[src/rtl/hex_counter_display_pkg.sv]
// Shared constants and types for the hex counter display: blanking codes,
// the active-low hex glyph table and the digit-index type.
package hex_counter_display_pkg;

    localparam int NUM_DIGITS = 8;

    localparam logic [6:0] SEG_BLANK = 7'h7F;
    localparam logic [7:0] AN_OFF    = 8'hFF;

    typedef logic [2:0] digit_idx_t;

    // Active-low segment patterns, bit0 = a ... bit6 = g, indexed by nibble value.
    localparam logic [6:0] GLYPH_TABLE [16] = '{
        7'h40, 7'h79, 7'h24, 7'h30, 7'h19, 7'h12, 7'h02, 7'h78,
        7'h00, 7'h10, 7'h08, 7'h03, 7'h46, 7'h21, 7'h06, 7'h0E
    };

endpackage

[src/rtl/hex_counter_display_seg7_hex_decoder.sv]
// Combinational 4-bit nibble to active-low 7-segment glyph lookup.
module seg7_hex_decoder
    import hex_counter_display_pkg::*;
(
    input  logic [3:0] nibble,
    output logic [6:0] segments
);

    assign segments = GLYPH_TABLE[nibble];

endmodule

[src/rtl/hex_counter_display.sv]
// 32-bit up/down prescaled event counter shown on an 8-digit multiplexed
// common-anode display. Define LEADING_ZERO_BLANK_EN to blank leading zero digits.
module hex_counter_display
    import hex_counter_display_pkg::*;
#(
    parameter int TICK_DIV    = 100_000_000,
    parameter int REFRESH_DIV = 100_000,
    parameter int CNT_W       = 32
) (
    input  logic       sys_clk,
    input  logic       top_rst,
    input  logic       top_en,
    input  logic       top_sel,
    output logic [6:0] top_cc,
    output logic [7:0] top_an
);

    localparam int PRE_W = (TICK_DIV > 1) ? $clog2(TICK_DIV) : 1;
    localparam int REF_W = (REFRESH_DIV > 1) ? $clog2(REFRESH_DIV) : 1;
    localparam logic [PRE_W-1:0] PRE_MAX = PRE_W'(TICK_DIV - 1);
    localparam logic [REF_W-1:0] REF_MAX = REF_W'(REFRESH_DIV - 1);

    logic [PRE_W-1:0] pre_cnt;
    logic [REF_W-1:0] ref_cnt;
    logic [CNT_W-1:0] count;
    digit_idx_t       idx;
    logic             run;
    logic             step;
    logic [3:0]       cur_nibble;
    logic [6:0]       cur_glyph;
    logic [6:0]       digit_cc;

    // Only an explicit 1 enables counting; anything else holds.
    assign run  = (top_en == 1'b1);
    assign step = run && (pre_cnt == PRE_MAX);

    always_ff @(posedge sys_clk) begin
        if (top_rst) begin
            pre_cnt <= '0;
            count   <= '0;
        end else if (run) begin
            if (step) begin
                pre_cnt <= '0;
                count   <= top_sel ? count - 1'b1 : count + 1'b1;
            end else begin
                pre_cnt <= pre_cnt + 1'b1;
            end
        end
    end

    // Scan keeps running with the counter disabled so the display never goes dark.
    always_ff @(posedge sys_clk) begin
        if (top_rst) begin
            ref_cnt <= '0;
            idx     <= '0;
        end else if (ref_cnt == REF_MAX) begin
            ref_cnt <= '0;
            idx     <= idx + 1'b1;
        end else begin
            ref_cnt <= ref_cnt + 1'b1;
        end
    end

    assign cur_nibble = count[{idx, 2'b00} +: 4];

    seg7_hex_decoder u_decoder (
        .nibble   (cur_nibble),
        .segments (cur_glyph)
    );

`ifdef LEADING_ZERO_BLANK_EN
    logic [NUM_DIGITS-1:0] blank_mask;
    logic                  zero_run;

    // A digit blanks when it and every higher nibble are zero; digit 0 never blanks.
    always_comb begin
        blank_mask = '0;
        zero_run   = 1'b1;
        for (int i = NUM_DIGITS - 1; i >= 1; i--) begin
            zero_run      = zero_run && (count[4*i +: 4] == 4'h0);
            blank_mask[i] = zero_run;
        end
    end

    assign digit_cc = blank_mask[idx] ? SEG_BLANK : cur_glyph;
`else
    assign digit_cc = cur_glyph;
`endif

    always_ff @(posedge sys_clk) begin
        if (top_rst) begin
            top_an <= AN_OFF;
            top_cc <= SEG_BLANK;
        end else begin
            top_an <= ~(8'b1 << idx);
            top_cc <= digit_cc;
        end
    end

endmodule

[config.mk]
export PLATFORM = sky130hd
export DESIGN_NAME = hex_counter_display
export DESIGN_NICKNAME = d
export VERILOG_FILES = /design/src/rtl/hex_counter_display_pkg.sv /design/src/rtl/hex_counter_display_seg7_hex_decoder.sv /design/src/rtl/hex_counter_display.sv
export SDC_FILE = /design/constraint.sdc
export NUM_CORES = 1
export LEC_CHECK = 0
export ABC_AREA = 1
export CELL_PAD_IN_SITES_DETAIL_PLACEMENT = 0
export CELL_PAD_IN_SITES_GLOBAL_PLACEMENT = 2
export CORE_UTILIZATION = 34
export CTS_CLUSTER_DIAMETER = 200
export CTS_CLUSTER_SIZE = 24
export DETAILED_ROUTE_END_ITERATION = 8
export PLACE_DENSITY_LB_ADDON = 0.2
export SLEW_MARGIN = 20
export SYNTH_ARGS = -nofsm -noshare
export SYNTH_HDL_FRONTEND = slang
export SYNTH_SLANG_ARGS = --single-unit
[constraint.sdc]
create_clock -name sys_clk -period 2.3 [get_ports sys_clk]
set_input_delay 0.23 -clock sys_clk [delete_from_list [all_inputs] [get_ports sys_clk]]
set_output_delay 0.23 -clock sys_clk [all_outputs]
set_load 0.1 [all_outputs]
==> Implementation_results.wiki, run 1 <==
{| class="wikitable"
! Metric !! Value
|-
| Power density of the placed cells || 430 mW/mm2
|-
| Most Frequent Cell on Critical Path || sky130_fd_sc_hd__o21ai_0
|-
| Clock input transition at the sequential cells of the worst setup and hold paths || 0.08 ns
|-
| Run status || finished clean
|-
| Post-route clock period utilization || 87.7%
|-
| DIE WIDTH || 144 um
|-
| Startpoint of the tightest hold check path || ref_cnt[0]$_SDFF_PP0_
|-
| Port Buffer Count || 18
|-
| Antenna fix cells || 0
|-
| Drt total wl || 20,500 um
|-
| HPWL after detailed placement || 16,500 um
|-
| Post-Synthesis Net Count || 1,175
|-
| Synthesis-stage register bit count || 94
|-
| GP Congestion || 0.854
|-
| Clk_lat worst skew || 0.36 ns
|-
| Wire length of the first global-routing pass || 33,600 um
|-
| Adder-cell area share of the yosys netlist || 8.31%
|-
| Synth top area share || 27.4%
|-
| Post-Syn Instances || 1,126
|-
| Critical path startpoint category || register
|-
| Multiplexer share of the synthesized area || 0%
|-
| Post-synthesis cell type count || 41
|-
| CP delay by family, top || compound AO/OA/AOI/OAI gates
|-
| Most frequently used cell type in the post-synthesis netlist || sky130_fd_sc_hd__nand2_1
|-
| Standard cell with the maximum stage delay on the critical path || sky130_fd_sc_hd__dfxtp_2
|-
| Post-Synth Simple-Gate Area || 38.0%
|-
| Total count of hold-check failures in the final report || 0
|-
| Clock sink total || 94
|-
| Max_slew headroom || 53.2%
|-
| Fmax || 0.496 GHz
|-
| Startpoint of the most critical register-to-register path || idx[0]$_SDFFE_PP0P_
|-
| # setup viols final || 0
|-
| Unrepaired setup endpoints after global routing || false
|-
| Total count of max-transition violations in the final report || 0
|-
| Top cells by area in the synthesized netlist || sky130_fd_sc_hd__dfxtp_1, sky130_fd_sc_hd__nand2_1, sky130_fd_sc_hd__inv_1
|-
| Sequential fraction of the synthesis area || 27.4%
|-
| Slack of the worst reg-to-reg path || 0.28 ns
|-
| Min-delay worst type || register to register
|-
| Xor/xnor cell area share of the yosys netlist || 3.19%
|-
| Area delta synth->final || 21.0%
|-
| Average footprint of a synthesized cell || 6.10 um2
|-
| Worst supply voltage drop on vdd || 0.000373 V
|-
| Clock buffers created by TritonCTS || 9
|-
| Residual DRC count || 0
|-
| Endpoint kind of the worst setup timing path || register
|-
| DIE AREA || 0.0208 mm2
|-
| Starting Density || 34.9%
|-
| Post-CTS Setup Repair Bufs || 0
|-
| Total vias in the final route || 6,766
|-
| Top cell type by total area after synthesis || sky130_fd_sc_hd__dfxtp_1
|-
| Wire per inst || 13.7 um
|-
| Cts hold-fix bufs || 0
|-
| Critical path cell sequence || inv_2 > buf_4 > a21oi_1 > o21ai_0 > o21ai_0 > nand2_1 > o21ai_1 > inv_1 > ha_1 > nand2_1 > o21ai_0 > inv_1 > nand3_1
|-
| Instance count along the most critical hold path || 1
|-
| Largest fanout on the critical path || 8
|-
| Residual antenna-violating net count after detailed routing || 0
|-
| Die Height || 144 um
|-
| Number of nets at the end of the flow || 1,278
|-
| CP bufs+invs || 4
|-
| Master cell of the clock root buffer || sky130_fd_sc_hd__clkbuf_16
|-
| Post-synth design cell area || 0.00687 mm2
|-
| Synth Warn # || 0
|-
| Fraction of layout cells with a size suffix above 1 || 13.8%
|-
| Post-Route Skew || 0.0144 ns
|-
| First-pass detailed-route iteration total || 5
|-
| Number of antenna violations at the first check in global routing || 0
|-
| Grt total ovfl || 0
|-
| Largest net degree at the start of global routing || 32
|-
| Ratio of routed vias to standard cells || 4.51
|-
| Peak per-stage delay on the critical path || 0.41 ns
|-
| Arrival time of the worst setup path || 2.25 ns
|-
| Filler Cells Inserted || 2,146
|-
| Number of max-cap violations || 0
|-
| Compound-cell area share of the yosys netlist || 10.4%
|-
| Power after layout || 0.00357 W
|-
| Required time of the worst setup path || 2.53 ns
|-
| Number of cell rows || 51
|-
| Worst-case hold path end point || ref_cnt[0]$_SDFF_PP0_
|-
| TritonCTS clock tree || built
|-
| Placeable core region || 0.0197 mm2
|-
| R2r worst-path depth || 13
|-
| Iteration-0 DRC count of the detailed router || 356
|-
| All-layer global routing usage || 21.2%
|-
| Standard cell area after detailed placement || 0.00794 mm2
|-
| Count of flip-flops with a built-in enable after synthesis || 0
|-
| Top-level port count || 19
|-
| Leading post-synthesis cells by instance count || sky130_fd_sc_hd__nand2_1, sky130_fd_sc_hd__inv_1, sky130_fd_sc_hd__nor2_1
|-
| Worst-case clock buffer depth || 2
|-
| Total number of H-tree levels || 3
|-
| Static Leak || 4.21 nW
|-
| Final instance area || 0.00830 mm2
|-
| Largest family of logic cells by synthesized area || simple AND/OR/NAND/NOR gates
|-
| Post-layout min period || 2.02 ns
|-
| Worst slew pin tran || 0.701 ns
|-
| Capturing point of the worst reg2reg path || top_cc[3]$_SDFF_PP1_
|-
| Flip-flop cell with the highest count after synthesis || sky130_fd_sc_hd__dfxtp_1
|-
| Proportion of register bits with asynchronous set or reset after synthesis || 0%
|-
| Type of the worst setup path || register to register
|-
| Vias in the first global route || 6,322
|}
==> per-stage QoR <==
stage | setup WS [ns] | hold WS, ns | TNS, ns | utilization (%) | instances
2_1_floorplan | 0.371 | 0.417 | 0 | - | 1126
3_3_place_gp | -0.231 | 0.430 | -3.68 | 40.4 | 1482
3_5_place_dp | -0.217 | 0.443 | -3.62 | 40.4 | 1482
4_1_cts | 0.118 | 0.455 | 0 | 42.0 | 1498
5_1_grt | 0.105 | 0.475 | 0 | 42.3 | 1499
6_report | 0.284 | 0.455 | 0 | 42.3 | 1499
==> power breakdown <==
group	leakage, nW	total (W)	internal, W	switching (W)
sequential	0.761	0.00165	0.00164	0.00000694
clock	0.151	0.00157	0.000783	0.000788
combinational	3.30	0.000354	0.000131	0.000223
total	4.21	0.00357	0.00255	0.00102
==> cells by family after synthesis <==
kind of cell    count (synthesis)
xor+xnor                       25
simple gates                  610
fa+ha+maj                      45
buf+inv                       220
flops                          94
compound gates                132
==> state kept, by name, summed over array words and instances, names as in the netlist <==
register and cells:
ref_cnt 17, top_cc 7, top_an 8, count 32, idx 3, pre_cnt 27
==> final cells by class <==
cell class / count / area, um2 / share of cell area (%)
inverters: 201 / 754 / 9.09
flip-flops and latches: 94 / 1880 / 22.7
repair buffers: 111 / 886 / 10.7
well taps: 265 / 332 / 3.99
multi-input cells: 812 / 4140 / 49.8
clock buffers: 9 / 225 / 2.71
clock inverters: 7 / 86.3 / 1.04
==> worst max path at each step <==
stage                        start                     end  slack [ns]  depth (start not counted)
2_1_floorplan  idx[0]$_SDFFE_PP0P_    top_cc[0]$_SDFF_PP1_        0.37                         11
3_3_place_gp               top_sel  count[23]$_SDFFE_PP0P_       -0.23                         14
3_5_place_dp               top_sel  count[23]$_SDFFE_PP0P_       -0.22                         14
4_1_cts        idx[0]$_SDFFE_PP0P_    top_cc[3]$_SDFF_PP1_        0.12                         11
5_1_grt        idx[0]$_SDFFE_PP0P_    top_cc[3]$_SDFF_PP1_        0.10                         13
6_report       idx[0]$_SDFFE_PP0P_    top_cc[3]$_SDFF_PP1_        0.28                         13
==> routing by layer <==
metal / global-route usage, % / wire, um
met1: 33.1 / 11600
met2: 30.6 / 8200
met3: 2.58 / 583
met4: 3.92 / 128
met5: 0 / 0
==> timing repair <==
item                       4_1_cts  5_1_grt
setup endpoints to repair        4       10
resized for setup                1       10
gates cloned                     0        1
==> cell usage in the layout, fill, tap and decap left out, types with 5 or more instances in the layout <==
master,count
sky130_fd_sc_hd__clkbuf_16,10
sky130_fd_sc_hd__nand2_2,10
sky130_fd_sc_hd__nand4_1,12
sky130_fd_sc_hd__ha_1,44
sky130_fd_sc_hd__nor2_1,122
sky130_fd_sc_hd__dfxtp_1,93
sky130_fd_sc_hd__xnor2_1,9
sky130_fd_sc_hd__nor2_4,7
sky130_fd_sc_hd__nand2_1,334
sky130_fd_sc_hd__buf_4,105
sky130_fd_sc_hd__a21oi_1,68
sky130_fd_sc_hd__o211ai_1,7
sky130_fd_sc_hd__xor2_1,16
sky130_fd_sc_hd__nand3_1,80
sky130_fd_sc_hd__o21ai_0,37
sky130_fd_sc_hd__nor2_2,6
sky130_fd_sc_hd__inv_2,6
sky130_fd_sc_hd__inv_1,195
sky130_fd_sc_hd__nor3_1,23
sky130_fd_sc_hd__o21ai_1,5
Note: power is estimated with default switching activity, not from simulation.
==> run 2: changes to the inputs <==
SLEW_MARGIN = unset   (was 20)
==> results of run 2 <==
The final DEF is identical to that of run 1; final timing and power are the same.
==> run 3: changes to the inputs <==
CORE_UTILIZATION = 31   (was 34)
clock period = 1.7 ns   (was 2.3 ns; I/O delays follow)
==> run 3 against run 2 <==
Net effect:
- routed wire length rose by 14%
- largest cell class unchanged
- setup slack lost 0.35 ns
- the run now ends with negative setup slack left
- total power increased by 39%
- die area is 9.5% higher
- non-clock buffer count up 75
==> Implementation_results.wiki, run 3 (same netlist as run 1, synthesis figures left out) <==
{| class="wikitable"
! Metric !! Value
|-
| Run status || complete, but fails checks
|-
| Violated checks || negative setup slack
|-
| Largest register FFs || 32 (unchanged)
|-
| Clock input transition at the sequential cells of the worst setup and hold paths || 0.08 ns (about the same)
|-
| Unrepaired setup endpoints after global routing || true
|-
| Setup slack after layout || -0.0673 ns (-0.351 ns)
|-
| Type of the worst setup path || register to register
|-
| Static Leak || 4.88 nW (+16%)
|-
| # setup viols final || 3 (+3)
|-
| Max_slew headroom || 73.6% (+20 points)
|-
| Min-delay worst type || register to register
|-
| HPWL after detailed placement || 16,700 um (+1.2%)
|-
| Die Height || 151 um (+4.7%)
|-
| First-pass detailed-route iteration total || 4 (-1)
|-
| Worst slew pin tran || 0.393 ns (-0.308 ns)
|-
| Slack of the worst reg-to-reg path || -0.07 ns (-0.35 ns)
|-
| Required time of the worst setup path || 1.93 ns (-0.60 ns)
|-
| Filler Cells Inserted || 2,201 (+2.6%)
|-
| Residual antenna-violating net count after detailed routing || 0 (unchanged)
|-
| Residual DRC count || 0 (unchanged)
|-
| Worst supply voltage drop on vdd || 0.000448 V (+20%)
|-
| Clock buffers created by TritonCTS || 9 (unchanged)
|-
| Wire per inst || 14.7 um (+7.3%)
|-
| Post-Route Skew || 0.0150 ns (+0.000583 ns)
|-
| DIE WIDTH || 151 um (+4.7%)
|-
| Area delta synth->final || 52.3%
|-
| Clock sink total || 94 (unchanged)
|-
| Critical path startpoint category || register
|-
| Ratio of routed vias to standard cells || 4.58 (+1.4%)
|-
| Number of cell rows || 54 (+5.9%)
|-
| Placeable core region || 0.0218 mm2 (+11%)
|-
| GP Congestion || 0.863 (+1.1%)
|-
| Endpoint kind of the worst setup timing path || register
|-
| Total count of hold-check failures in the final report || 0 (unchanged)
|-
| Iteration-0 DRC count of the detailed router || 233 (-35%)
|-
| TritonCTS clock tree || built
|-
| Cts hold-fix bufs || 0 (unchanged)
|-
| Post-layout min period || 1.77 ns (-0.249 ns)
|-
| Biggest regs || count (32), pre_cnt (27), ref_cnt (17)
|-
| Vias in the first global route || 6,978 (+10%)
|-
| Top library cells by usage in the layout, fill and taps aside || sky130_fd_sc_hd__nand2_1, sky130_fd_sc_hd__inv_1, sky130_fd_sc_hd__buf_4
|-
| Drt total wl || 23,300 um (+14%)
|-
| Wire length of the first global-routing pass || 36,200 um (+7.8%)
|-
| Number of nets at the end of the flow || 1,353 (+5.9%)
|-
| Arrival time of the worst setup path || 1.99 ns (-0.26 ns)
|-
| Number of antenna violations at the first check in global routing || 0 (unchanged)
|-
| Largest net degree at the start of global routing || 21 (-34%)
|-
| Total vias in the final route || 7,272 (+7.5%)
|-
| Total count of max-transition violations in the final report || 0 (unchanged)
|-
| Fraction of layout cells with a size suffix above 1 || 38.5% (+25 points)
|-
| Leading cell type in the layout, fill and taps excluded || sky130_fd_sc_hd__nand2_1
|-
| Port Buffer Count || 18 (unchanged)
|-
| Master cell of the clock root buffer || sky130_fd_sc_hd__clkbuf_16
|-
| Largest fanout on the critical path || 6 (-2)
|-
| Antenna fix cells || 0 (unchanged)
|-
| DIE AREA || 0.0227 mm2 (+9.5%)
|-
| Number of max-cap violations || 0 (unchanged)
|-
| Register with the most flip-flops || count
|-
| Post-route clock period utilization || 104% (+16 points)
|-
| Top-level port count || 19 (unchanged)
|-
| Clk_lat worst skew || 0.36 ns (about the same)
|-
| Fmax || 0.566 GHz (+14%)
|-
| Starting Density || 31.6% (-3.4 points)
|-
| Worst-case clock buffer depth || 2 (unchanged)
|-
| All-layer global routing usage || 20.7% (-0.52 points)
|-
| Post-layout util || 48.1% (+5.8 points)
|-
| Power after layout || 0.00496 W (+39%)
|-
| Grt total ovfl || 0 (unchanged)
|-
| Power density of the placed cells || 475 mW/mm2 (+10%)
|-
| Total number of H-tree levels || 3 (unchanged)
|}
==> run 3: repair_timing <==
action | 4_1_cts | 5_1_grt
setup buffers | 16 | 9
gates cloned | 5 | 6
pin swaps | 28 | 53
gates resized for setup | 155 | 216
setup endpoints to repair | 44 | 74
==> run 3: path summary, 6_finish.rpt <==
path,startpoint,to,depth (start not counted)
setup reg to reg,idx[0]$_SDFFE_PP0P_,top_cc[4]$_SDFF_PP1_,10
hold / removal,ref_cnt[0]$_SDFF_PP0_,ref_cnt[0]$_SDFF_PP0_,1
hold reg to reg,ref_cnt[0]$_SDFF_PP0_,ref_cnt[0]$_SDFF_PP0_,1
setup / recovery,idx[0]$_SDFFE_PP0P_,top_cc[4]$_SDFF_PP1_,10
==> run 3: stage by stage <==
stage	cell area [um2]	instances	hold WS (ns)	setup WS (ns)	TNS (ns)
final	10500	1589	0.418	-0.0673	-0.107
after detailed placement	8330	1541	0.439	-0.776	-21.76
after CTS	9550	1574	0.450	-0.0362	-0.0731
after global placement	8330	1541	0.429	-0.757	-21.47
after global routing	10500	1589	0.435	-0.156	-2.40
after floorplan	6870	1126	0.392	0.00146	0
==> run 3: critical path: stages (launching register included) <==
cell and delay (ns):
sky130_fd_sc_hd__dfxtp_4 0.38, sky130_fd_sc_hd__buf_12 0.15, sky130_fd_sc_hd__buf_8 0.12, sky130_fd_sc_hd__o211ai_1 0.16, sky130_fd_sc_hd__nand3_1 0.15, sky130_fd_sc_hd__o21ai_4 0.13
sky130_fd_sc_hd__buf_6 0.18, sky130_fd_sc_hd__ha_4 0.13, sky130_fd_sc_hd__nand2_1 0.04, sky130_fd_sc_hd__nand3_1 0.07, sky130_fd_sc_hd__o211ai_1 0.12
==> run 3: layout make-up <==
class	instances	area, um2	share of cell area (%)
clock buffer	9	225	2.15
clock inverter	7	78.8	0.754
inverter	201	767	7.34
multi-input combinational	812	5340	51.1
sequential	94	1940	18.5
tap	280	350	3.35
timing repair buffer	186	1760	16.8
==> run 3: routing by layer <==
metal  vias to the layer above  track usage [%]  part of all wire, %
li1                       3897                -                    -
met1                      3329             27.5                   50
met2                        36             35.8                   48
met3                        10             2.62                  1.6
met4                         0             3.90                 0.75
met5                         -                0                    0
==> run 3: report_power, final <==
part	total (W)	internal, W	switching, W	leakage [nW]
Combinational	0.000618	0.000251	0.000368	3.96
Clock	0.00213	0.00105	0.00108	0.148
Sequential	0.00222	0.00221	0.0000101	0.778
